$ cat config.mk
export PLATFORM = sky130hd
export DESIGN_NAME = scan_seq_ctrl
export DESIGN_NICKNAME = d
export VERILOG_FILES = /design/src/rtl/scan_seq_ctrl.sv
export SDC_FILE = /design/constraint.sdc
export NUM_CORES = 1
export LEC_CHECK = 0
export BUFFER_PORTS_ARGS = -buffer_cell sky130_fd_sc_hd__buf_4
export CAP_MARGIN = 10
export CORE_MARGIN = 4
export CORE_UTILIZATION = 50
export DETAILED_ROUTE_END_ITERATION = 8
export GPL_TIMING_DRIVEN = 0
export PLACE_DENSITY = 0.8
export SETUP_SLACK_MARGIN = 0.3
export SYNTH_ARGS = -nofsm -noshare
export SYNTH_HDL_FRONTEND = slang
export SYNTH_SLANG_ARGS = --single-unit
$ cat constraint.sdc
create_clock -name CK -period 5.4 [get_ports CK]
set_input_delay 1.08 -clock CK [delete_from_list [all_inputs] [get_ports CK]]
set_output_delay 1.08 -clock CK [all_outputs]
set_load 0.03 [all_outputs]
$ cat src/rtl/scan_seq_ctrl.sv
// Scan test sequencer: shifts patterns through the scan chain, inserts
// scan-enable settling gaps around the capture window, counts patterns
// and finally unloads the last response.
module scan_seq_ctrl #(
  parameter int LEN_W = 8,
  parameter int PAT_W = 16
) (
  input  logic             CK,
  input  logic             RN,
  input  logic             start,
  input  logic             abort,
  input  logic [LEN_W-1:0] chain_len,
  input  logic [PAT_W-1:0] num_pat,
  input  logic [1:0]       cap_pulses,
  output logic             SE,
  output logic             GCK_EN,
  output logic             si_vld,
  output logic             so_vld,
  output logic             busy,
  output logic             done,
  output logic [PAT_W-1:0] pat_cnt,
  output logic [LEN_W-1:0] shift_cnt
);

  localparam logic [2:0] ST_IDLE    = 3'd0;
  localparam logic [2:0] ST_SHIFT   = 3'd1;
  localparam logic [2:0] ST_SE_FALL = 3'd2;
  localparam logic [2:0] ST_CAPTURE = 3'd3;
  localparam logic [2:0] ST_SE_RISE = 3'd4;
  localparam logic [2:0] ST_UNLOAD  = 3'd5;
  localparam logic [2:0] ST_DONE    = 3'd6;

  logic [2:0]       state_q, state_d;
  logic [LEN_W-1:0] shift_q, shift_d;
  logic [PAT_W-1:0] pat_q, pat_d;
  logic [1:0]       cap_cnt_q, cap_cnt_d;
  logic [LEN_W-1:0] len_q, len_d;
  logic [PAT_W-1:0] npat_q, npat_d;
  logic [1:0]       ncap_q, ncap_d;
  logic [PAT_W-1:0] pat_inc;
  logic             shift_last;

  // pat_q never exceeds num_pat-1 before increment, so pat_q+1 cannot wrap
  assign pat_inc    = pat_q + PAT_W'(1);
  assign shift_last = (shift_q == len_q - LEN_W'(1));

  // Next-state, counter and configuration-latch logic; abort overrides all
  always_comb begin
    state_d   = state_q;
    shift_d   = shift_q;
    pat_d     = pat_q;
    cap_cnt_d = cap_cnt_q;
    len_d     = len_q;
    npat_d    = npat_q;
    ncap_d    = ncap_q;
    case (state_q)
      ST_IDLE: begin
        if (start && (chain_len != '0) && (num_pat != '0)) begin
          state_d   = ST_SHIFT;
          shift_d   = '0;
          pat_d     = '0;
          cap_cnt_d = '0;
          len_d     = chain_len;
          npat_d    = num_pat;
          ncap_d    = (cap_pulses == 2'd0) ? 2'd1 : cap_pulses;
        end
      end
      ST_SHIFT: begin
        if (shift_last) begin
          shift_d = '0;
          state_d = ST_SE_FALL;
        end else begin
          shift_d = shift_q + LEN_W'(1);
        end
      end
      ST_SE_FALL: begin
        cap_cnt_d = '0;
        state_d   = ST_CAPTURE;
      end
      ST_CAPTURE: begin
        if (cap_cnt_q == ncap_q - 2'd1) begin
          cap_cnt_d = '0;
          state_d   = ST_SE_RISE;
        end else begin
          cap_cnt_d = cap_cnt_q + 2'd1;
        end
      end
      ST_SE_RISE: begin
        pat_d   = pat_inc;
        state_d = (pat_inc < npat_q) ? ST_SHIFT : ST_UNLOAD;
      end
      ST_UNLOAD: begin
        if (shift_last) begin
          shift_d = '0;
          state_d = ST_DONE;
        end else begin
          shift_d = shift_q + LEN_W'(1);
        end
      end
      ST_DONE: state_d = ST_IDLE;
      default: state_d = ST_IDLE;
    endcase
    if (abort && (state_q != ST_IDLE)) begin
      state_d   = ST_IDLE;
      shift_d   = '0;
      cap_cnt_d = '0;
      pat_d     = pat_q;
    end
  end

  // State and counter registers with synchronous active-low reset
  always_ff @(posedge CK) begin
    if (!RN) begin
      state_q   <= ST_IDLE;
      shift_q   <= '0;
      pat_q     <= '0;
      cap_cnt_q <= '0;
      len_q     <= '0;
      npat_q    <= '0;
      ncap_q    <= '0;
    end else begin
      state_q   <= state_d;
      shift_q   <= shift_d;
      pat_q     <= pat_d;
      cap_cnt_q <= cap_cnt_d;
      len_q     <= len_d;
      npat_q    <= npat_d;
      ncap_q    <= ncap_d;
    end
  end

  // Outputs decoded purely from registered state
  assign SE        = (state_q == ST_SHIFT) || (state_q == ST_SE_RISE) ||
                     (state_q == ST_UNLOAD);
  assign GCK_EN    = (state_q == ST_SHIFT) || (state_q == ST_CAPTURE) ||
                     (state_q == ST_UNLOAD);
  assign si_vld    = (state_q == ST_SHIFT);
  assign so_vld    = ((state_q == ST_SHIFT) && (pat_q != '0)) ||
                     (state_q == ST_UNLOAD);
  assign busy      = (state_q != ST_IDLE);
  assign done      = (state_q == ST_DONE);
  assign pat_cnt   = pat_q;
  assign shift_cnt = shift_q;

endmodule

Word level (Yosys, flattened, before mapping)
Cells that the tools add are included.

storage, ports and cells
  flip-flop bits (word level) = 55
  input bits = 30
  output and inout bits = 30
  word-level logic and storage cells = 67

operators by class
  add/sub/neg operators = 5
  magnitude comparators = 1
  equality and inequality tests = 12
  muxes and demuxes = 15
  bitwise operators = 2
  reductions and logical operators = 25

operator list
  cell                                                                 number
  16-bit one-hot mux with 2 select lines                               1
  16-bit nonzero test                                                  2
  3-bit one-hot mux with 6 select lines                                1
  16-bit by 1-bit adder with 16-bit output (second input constant)     1
  16-bit less-than comparator                                          1
  16-bit 2-to-1 mux                                                    1
  8-bit 2-to-1 mux                                                     2
  8-bit one-hot mux with 2 select lines                                1
  3-bit 2-to-1 mux                                                     5
  3-bit == test (second input constant)                                3
  8-bit by 1-bit adder with 8-bit output (second input constant)       1
  8-bit == test                                                        1
  8-bit nonzero test                                                   1
  8-bit by 1-bit subtractor with 8-bit output (second input constant)  1
  3-bit by 2-bit == test with 1-bit output (second input constant)     2
  2-bit 2-to-1 mux                                                     3
  2-bit != test (second input constant)                                3
  2-bit one-hot mux with 3 select lines                                1
  2-bit AND reduction                                                  3
  3-bit nonzero test                                                   2
  1-bit logical OR                                                     5
  1-bit logical AND                                                    4
  4-bit AND reduction                                                  1
  2-bit nonzero test                                                   2
  other kinds (10)                                                     12

Depth between registers and ports, before layout
  depth in word-level cells = 5
  depth in mapped cells = 12
  mapped depth without buffers = 11

Worst setup path after synthesis
OpenSTA, ideal clock, no wires.

  kind = reg2reg
  from = reg pat_q[2], in the netlist pat_cnt[2]
  to = reg state_q[2]
  library setup time = 131 ps
  arrival time = 2528 ps
  required time = 5269 ps
  slack = 2741 ps
  stages on the path, launching flop included = 13
  path buffers = 2
  period minus slack after synthesis = 2659 ps
  cell sequence = dfxtp_1 > clkbuf_1 > nand3_1 > or3_1 > clkbuf_1 > or3_1 > nand2_1 > ha_1 > a21oi_1 > nor2b_1 > o21ai_0 > o211a_1 > a21oi_1

on the way
  word-level cells in the longest chain between the ends = 4

RTL lines
  element                                   RTL line  RTL
  start, declared                           35        logic [PAT_W-1:0] pat_q, pat_d;
  start signal, assigned                    124       pat_q <= pat_d;
  16-bit by 1-bit adder with 16-bit output  44        assign pat_inc = pat_q + PAT_W'(1);
  16-bit less-than comparator               90        state_d = (pat_inc < npat_q) ? ST_SHIFT : ST_UNLOAD;
  3-bit 2-to-1 mux                          90
  3-bit one-hot mux with 6 select lines     56        case (state_q)
  end signal, assigned                      122       state_q <= state_d;
  end, declared                             33        logic [2:0] state_q, state_d;

No other way between the ends.
A chain may end at the register's enable or synchronous reset.

Worst setup path after layout
Same ends and word-level chain as after synthesis.

==> impl_results.md <==
* Status: complete, no violations
* Met1 Use GR at 0.2670
* CTS tree: yes
* CP cell instances: clkbuf_1 -> and3_1 -> clkbuf_1 -> nand3_1 -> xnor2_1 -> ha_1 -> a21o_1 -> a21oi_1 -> o21ai_0 -> o311ai_0 -> a21oi_1
* Internal power at 0.0005778 W
* Yosys warning count at 0
* Ys flop type: dfxtp_1
* Slowest cell on crit path: o311ai_0
* CP top delay family: compound AO/OA/AOI/OAI gates
* Total chip power at 0.0008289 W
* Post-synth net total at 491
* Crit end category: flop
* Post-CTS Setup Inserts at 0
* Slowest Stage Delay on Critical Path at 0.56 ns
* Layout cells sized above 1 at 0.1749
* Longest Clk Path Bufs at 2
* GP Congestion at approximately 0.90
* Clock transition at path regs at 0.11 ns
* DIE WIDTH at 91.60 um
* Clock power share at 0.280
* Top cell type's share of synthesized area at 0.3151
* Worst-Skew Late Latency at 0.32 ns
* Power per cell area at between 200 and 250 mW/mm^2
* Asr flop ratio synth at 0
* Worst vdd ir at 0.09470 mV
* Port Buf Inserts at 59
* Die Footprint at approximately 0.0084 sq mm
* Mapped Area at about 0.0035 sq mm
* Synth top area cells: dfxtp_1 32%, nand2_1 8.1%, a21boi_0 7.5%
* Finish-stage setup viols at 0
* Complex-gate fraction of the synthesized area at 0.2238
* Drt wl/cell at 15.75 um
* Count of pins over their slew limit at 0
* GR peak layer: met2
* Switching Share at 0.3029
* Initial core utilization at 0.5144
* RSZ-0062 raised after global routing: false
* Area leader, netlist: dfxtp_1
* Clock Tree Root: clkbuf_8
* Max-slew headroom at 0.4327
* Vias in the first global route at 3,322
* Top-count cell post-synth: nand2_1
* Core footprint at 0.006794 sq mm
* WL final at 9528 um
* IO Pins at 60
* Largest net degree at the start of global routing at 17
* Avg Inst Size Synth at 7.906 sq um
* Syn Inst Count at between 400 and 500
* Met2 GRT Util at 0.4017
* Cts repair resizes at 0
* Pre-CTS setup slack at around 2.3 ns
* Fmax at 333.7 MHz
* Sw power at around 0.00025 W
* Setup CP Type: flop to flop
* EDFF count, synth at 0
* Cell Count, Final, Fillers Out at 605
* DR vias at 3,536
* Largest family of logic cells by synthesized area: simple AND/OR/NAND/NOR gates
* Post-Synth Simple-Gate Area at 0.2667
* Area grow syn2layout at 18.51%
* Overall Global Routing Usage at 0.2245
* Die Y at 91.60 um
* Inst Count DP at 597
* Max-Cap Viols at 0
* CP arrival at between 3 and 4 ns
* Setup tns final at 0 ns
* Final Hold Fails at 0
* Worst min path class: flop to flop
* First-pass GRT wire length at 15,460 um
* Setup Skew at 0.01299 ns
* Initial antenna violation count at 0
* Final net count at 557
* Synth cell count leaders: 75 x nand2_1, 55 x dfxtp_1, 35 x a21boi_0
* Number of detailed-route iterations in the first pass at 4
* Via density at 5.845
* #FFs+latches synth at between 50 and 60
* Detail Route Antenna Nets at 0
* Ant diodes at 0
* Setup slack after layout at 2.403 ns
* Netlist cell types at 65
* Share of power burned in registers at 0.522
* Comb power frac at 0.197
* Num rows at 30
* M3 GR Usage at 0.02983
* Seq/Total Area, Yosys at 0.3151
* Placed wire-length estimate at between 7000 and 8000 um
* Max FO, Critical Path at 8
* Final critical-path share of the clock period at 0.5550
* Mux contribution to synthesized area at 0
* Num CTS Buffers at 5
* CP Launch Type: flop
* # DRC at 0
* H-tree Lvls at 2
* Clock sinks at 55
* Min Tclk post-route at 2.997 ns
* GRT Residual Overflow at 0
* Xor/xnor share of the synthesized area at 0.06015
* Finished Core Util at 0.6096
* Worst EP required at about 5.6 ns
* DR iter-0 viols at 259
* CP Buf/Inv Count at 2
* Post-Synth Adder-Cell Area at 0.06803
* # hold bufs at CTS at 0
* Worst-margin pin slew at 0.8434 ns
* Leakage at 1.701 nW
metrics by stage:
step	hold WS [ns]	instance area [sq um]
after global routing	0.4919	4141
after CTS	0.4734	4141
after global placement	0.4523	4058
after floorplan	0.4402	3495
after detailed placement	0.4599	4058
final	0.4686	4141
tightest hold or removal path: cells and delay by family, from the launching register on:
kind / cells / cell delay [ns]
AND/OR/NAND/NOR: 1 / 0.05
AO/OA/AOI/OAI: 1 / 0.06
flip-flops: 1 / 0.32
path summary, 6_finish.rpt:
| kind | start | end | slack [ns] | cells past startpoint |
|---|---|---|---|---|
| worst max-delay path | pat_cnt[2]$_SDFFE_PN0P_ | state_q[2]$_SDFFE_PP0P_ | 2.40 | 11 |
| worst min register to register | npat_q[3]$_SDFFE_PN0P_ | npat_q[3]$_SDFFE_PN0P_ | 0.47 | 2 |
| worst max register to register | pat_cnt[2]$_SDFFE_PN0P_ | state_q[2]$_SDFFE_PP0P_ | 2.40 | 11 |
| worst min-delay path | npat_q[3]$_SDFFE_PN0P_ | npat_q[3]$_SDFFE_PN0P_ | 0.47 | 2 |
flip-flops by register name, indices dropped and copies added (netlist names):
register / count
npat_q: 16
ncap_q: 2
pat_cnt: 16
state_q: 3
shift_cnt: 8
len_q: 8
cap_cnt_q: 2
placed cells by master (no fill, tap or decap), drive strengths merged, types with 3 or more instances in the layout:
master,count
nand2,75
buf,67
dfxtp,55
a21boi,37
inv,28
clkbuf,24
ha,19
a21oi,17
o21ai,17
nor4,17
nor2,15
xnor2,14
nand3,14
xor2,10
and2,10
or3,9
and3,8
nand4,8
nor3,5
nand3b,4
o21a,4
nor2b,3
a31oi,3
a21o,3
clkinv,3
o31ai,3
metal layers:
| layer | vias to the layer above | wire length [um] |
|---|---|---|
| met2 | 141 | 4801 |
| met3 | 26 | 554 |
| met4 | 0 | 253 |
| li1 | 1695 | - |
| met1 | 1674 | 3918 |
| met5 | - | 0 |
power by group through the flow:
stage / Combinational, W / Clock [W] / Sequential (W)
after floorplan: 0.000106 / 0 / 0.000440
after global placement: 0.000157 / 0 / 0.000441
after detailed placement: 0.000163 / 0 / 0.000442
after CTS: 0.000163 / 0.000234 / 0.000433
after global routing: 0.000181 / 0.000248 / 0.000435
final: 0.000164 / 0.000232 / 0.000433
final cells by class:
cell class	instances	area (sq um)
Timing Repair Buffer	59	442.9
Multi-Input combinational cell	332	2162
Fill cell	626	2653
Sequential cell	55	1101
Inverter	28	105.1
Tap cell	96	120.1
Buffer	27	126.4
Clock buffer	5	68.82
Clock inverter	3	15.01
logic make-up (layout without fill, tap and decap cells):
kind of cell    count (synthesis)  in the layout
xor+xnor                       24             24
fa+ha+maj                      19             19
flops                          55             55
compound gates                108            108
simple gates                  181            181
buf+inv                        55            122
No activity file was read; power rests on OpenSTA's default activity.
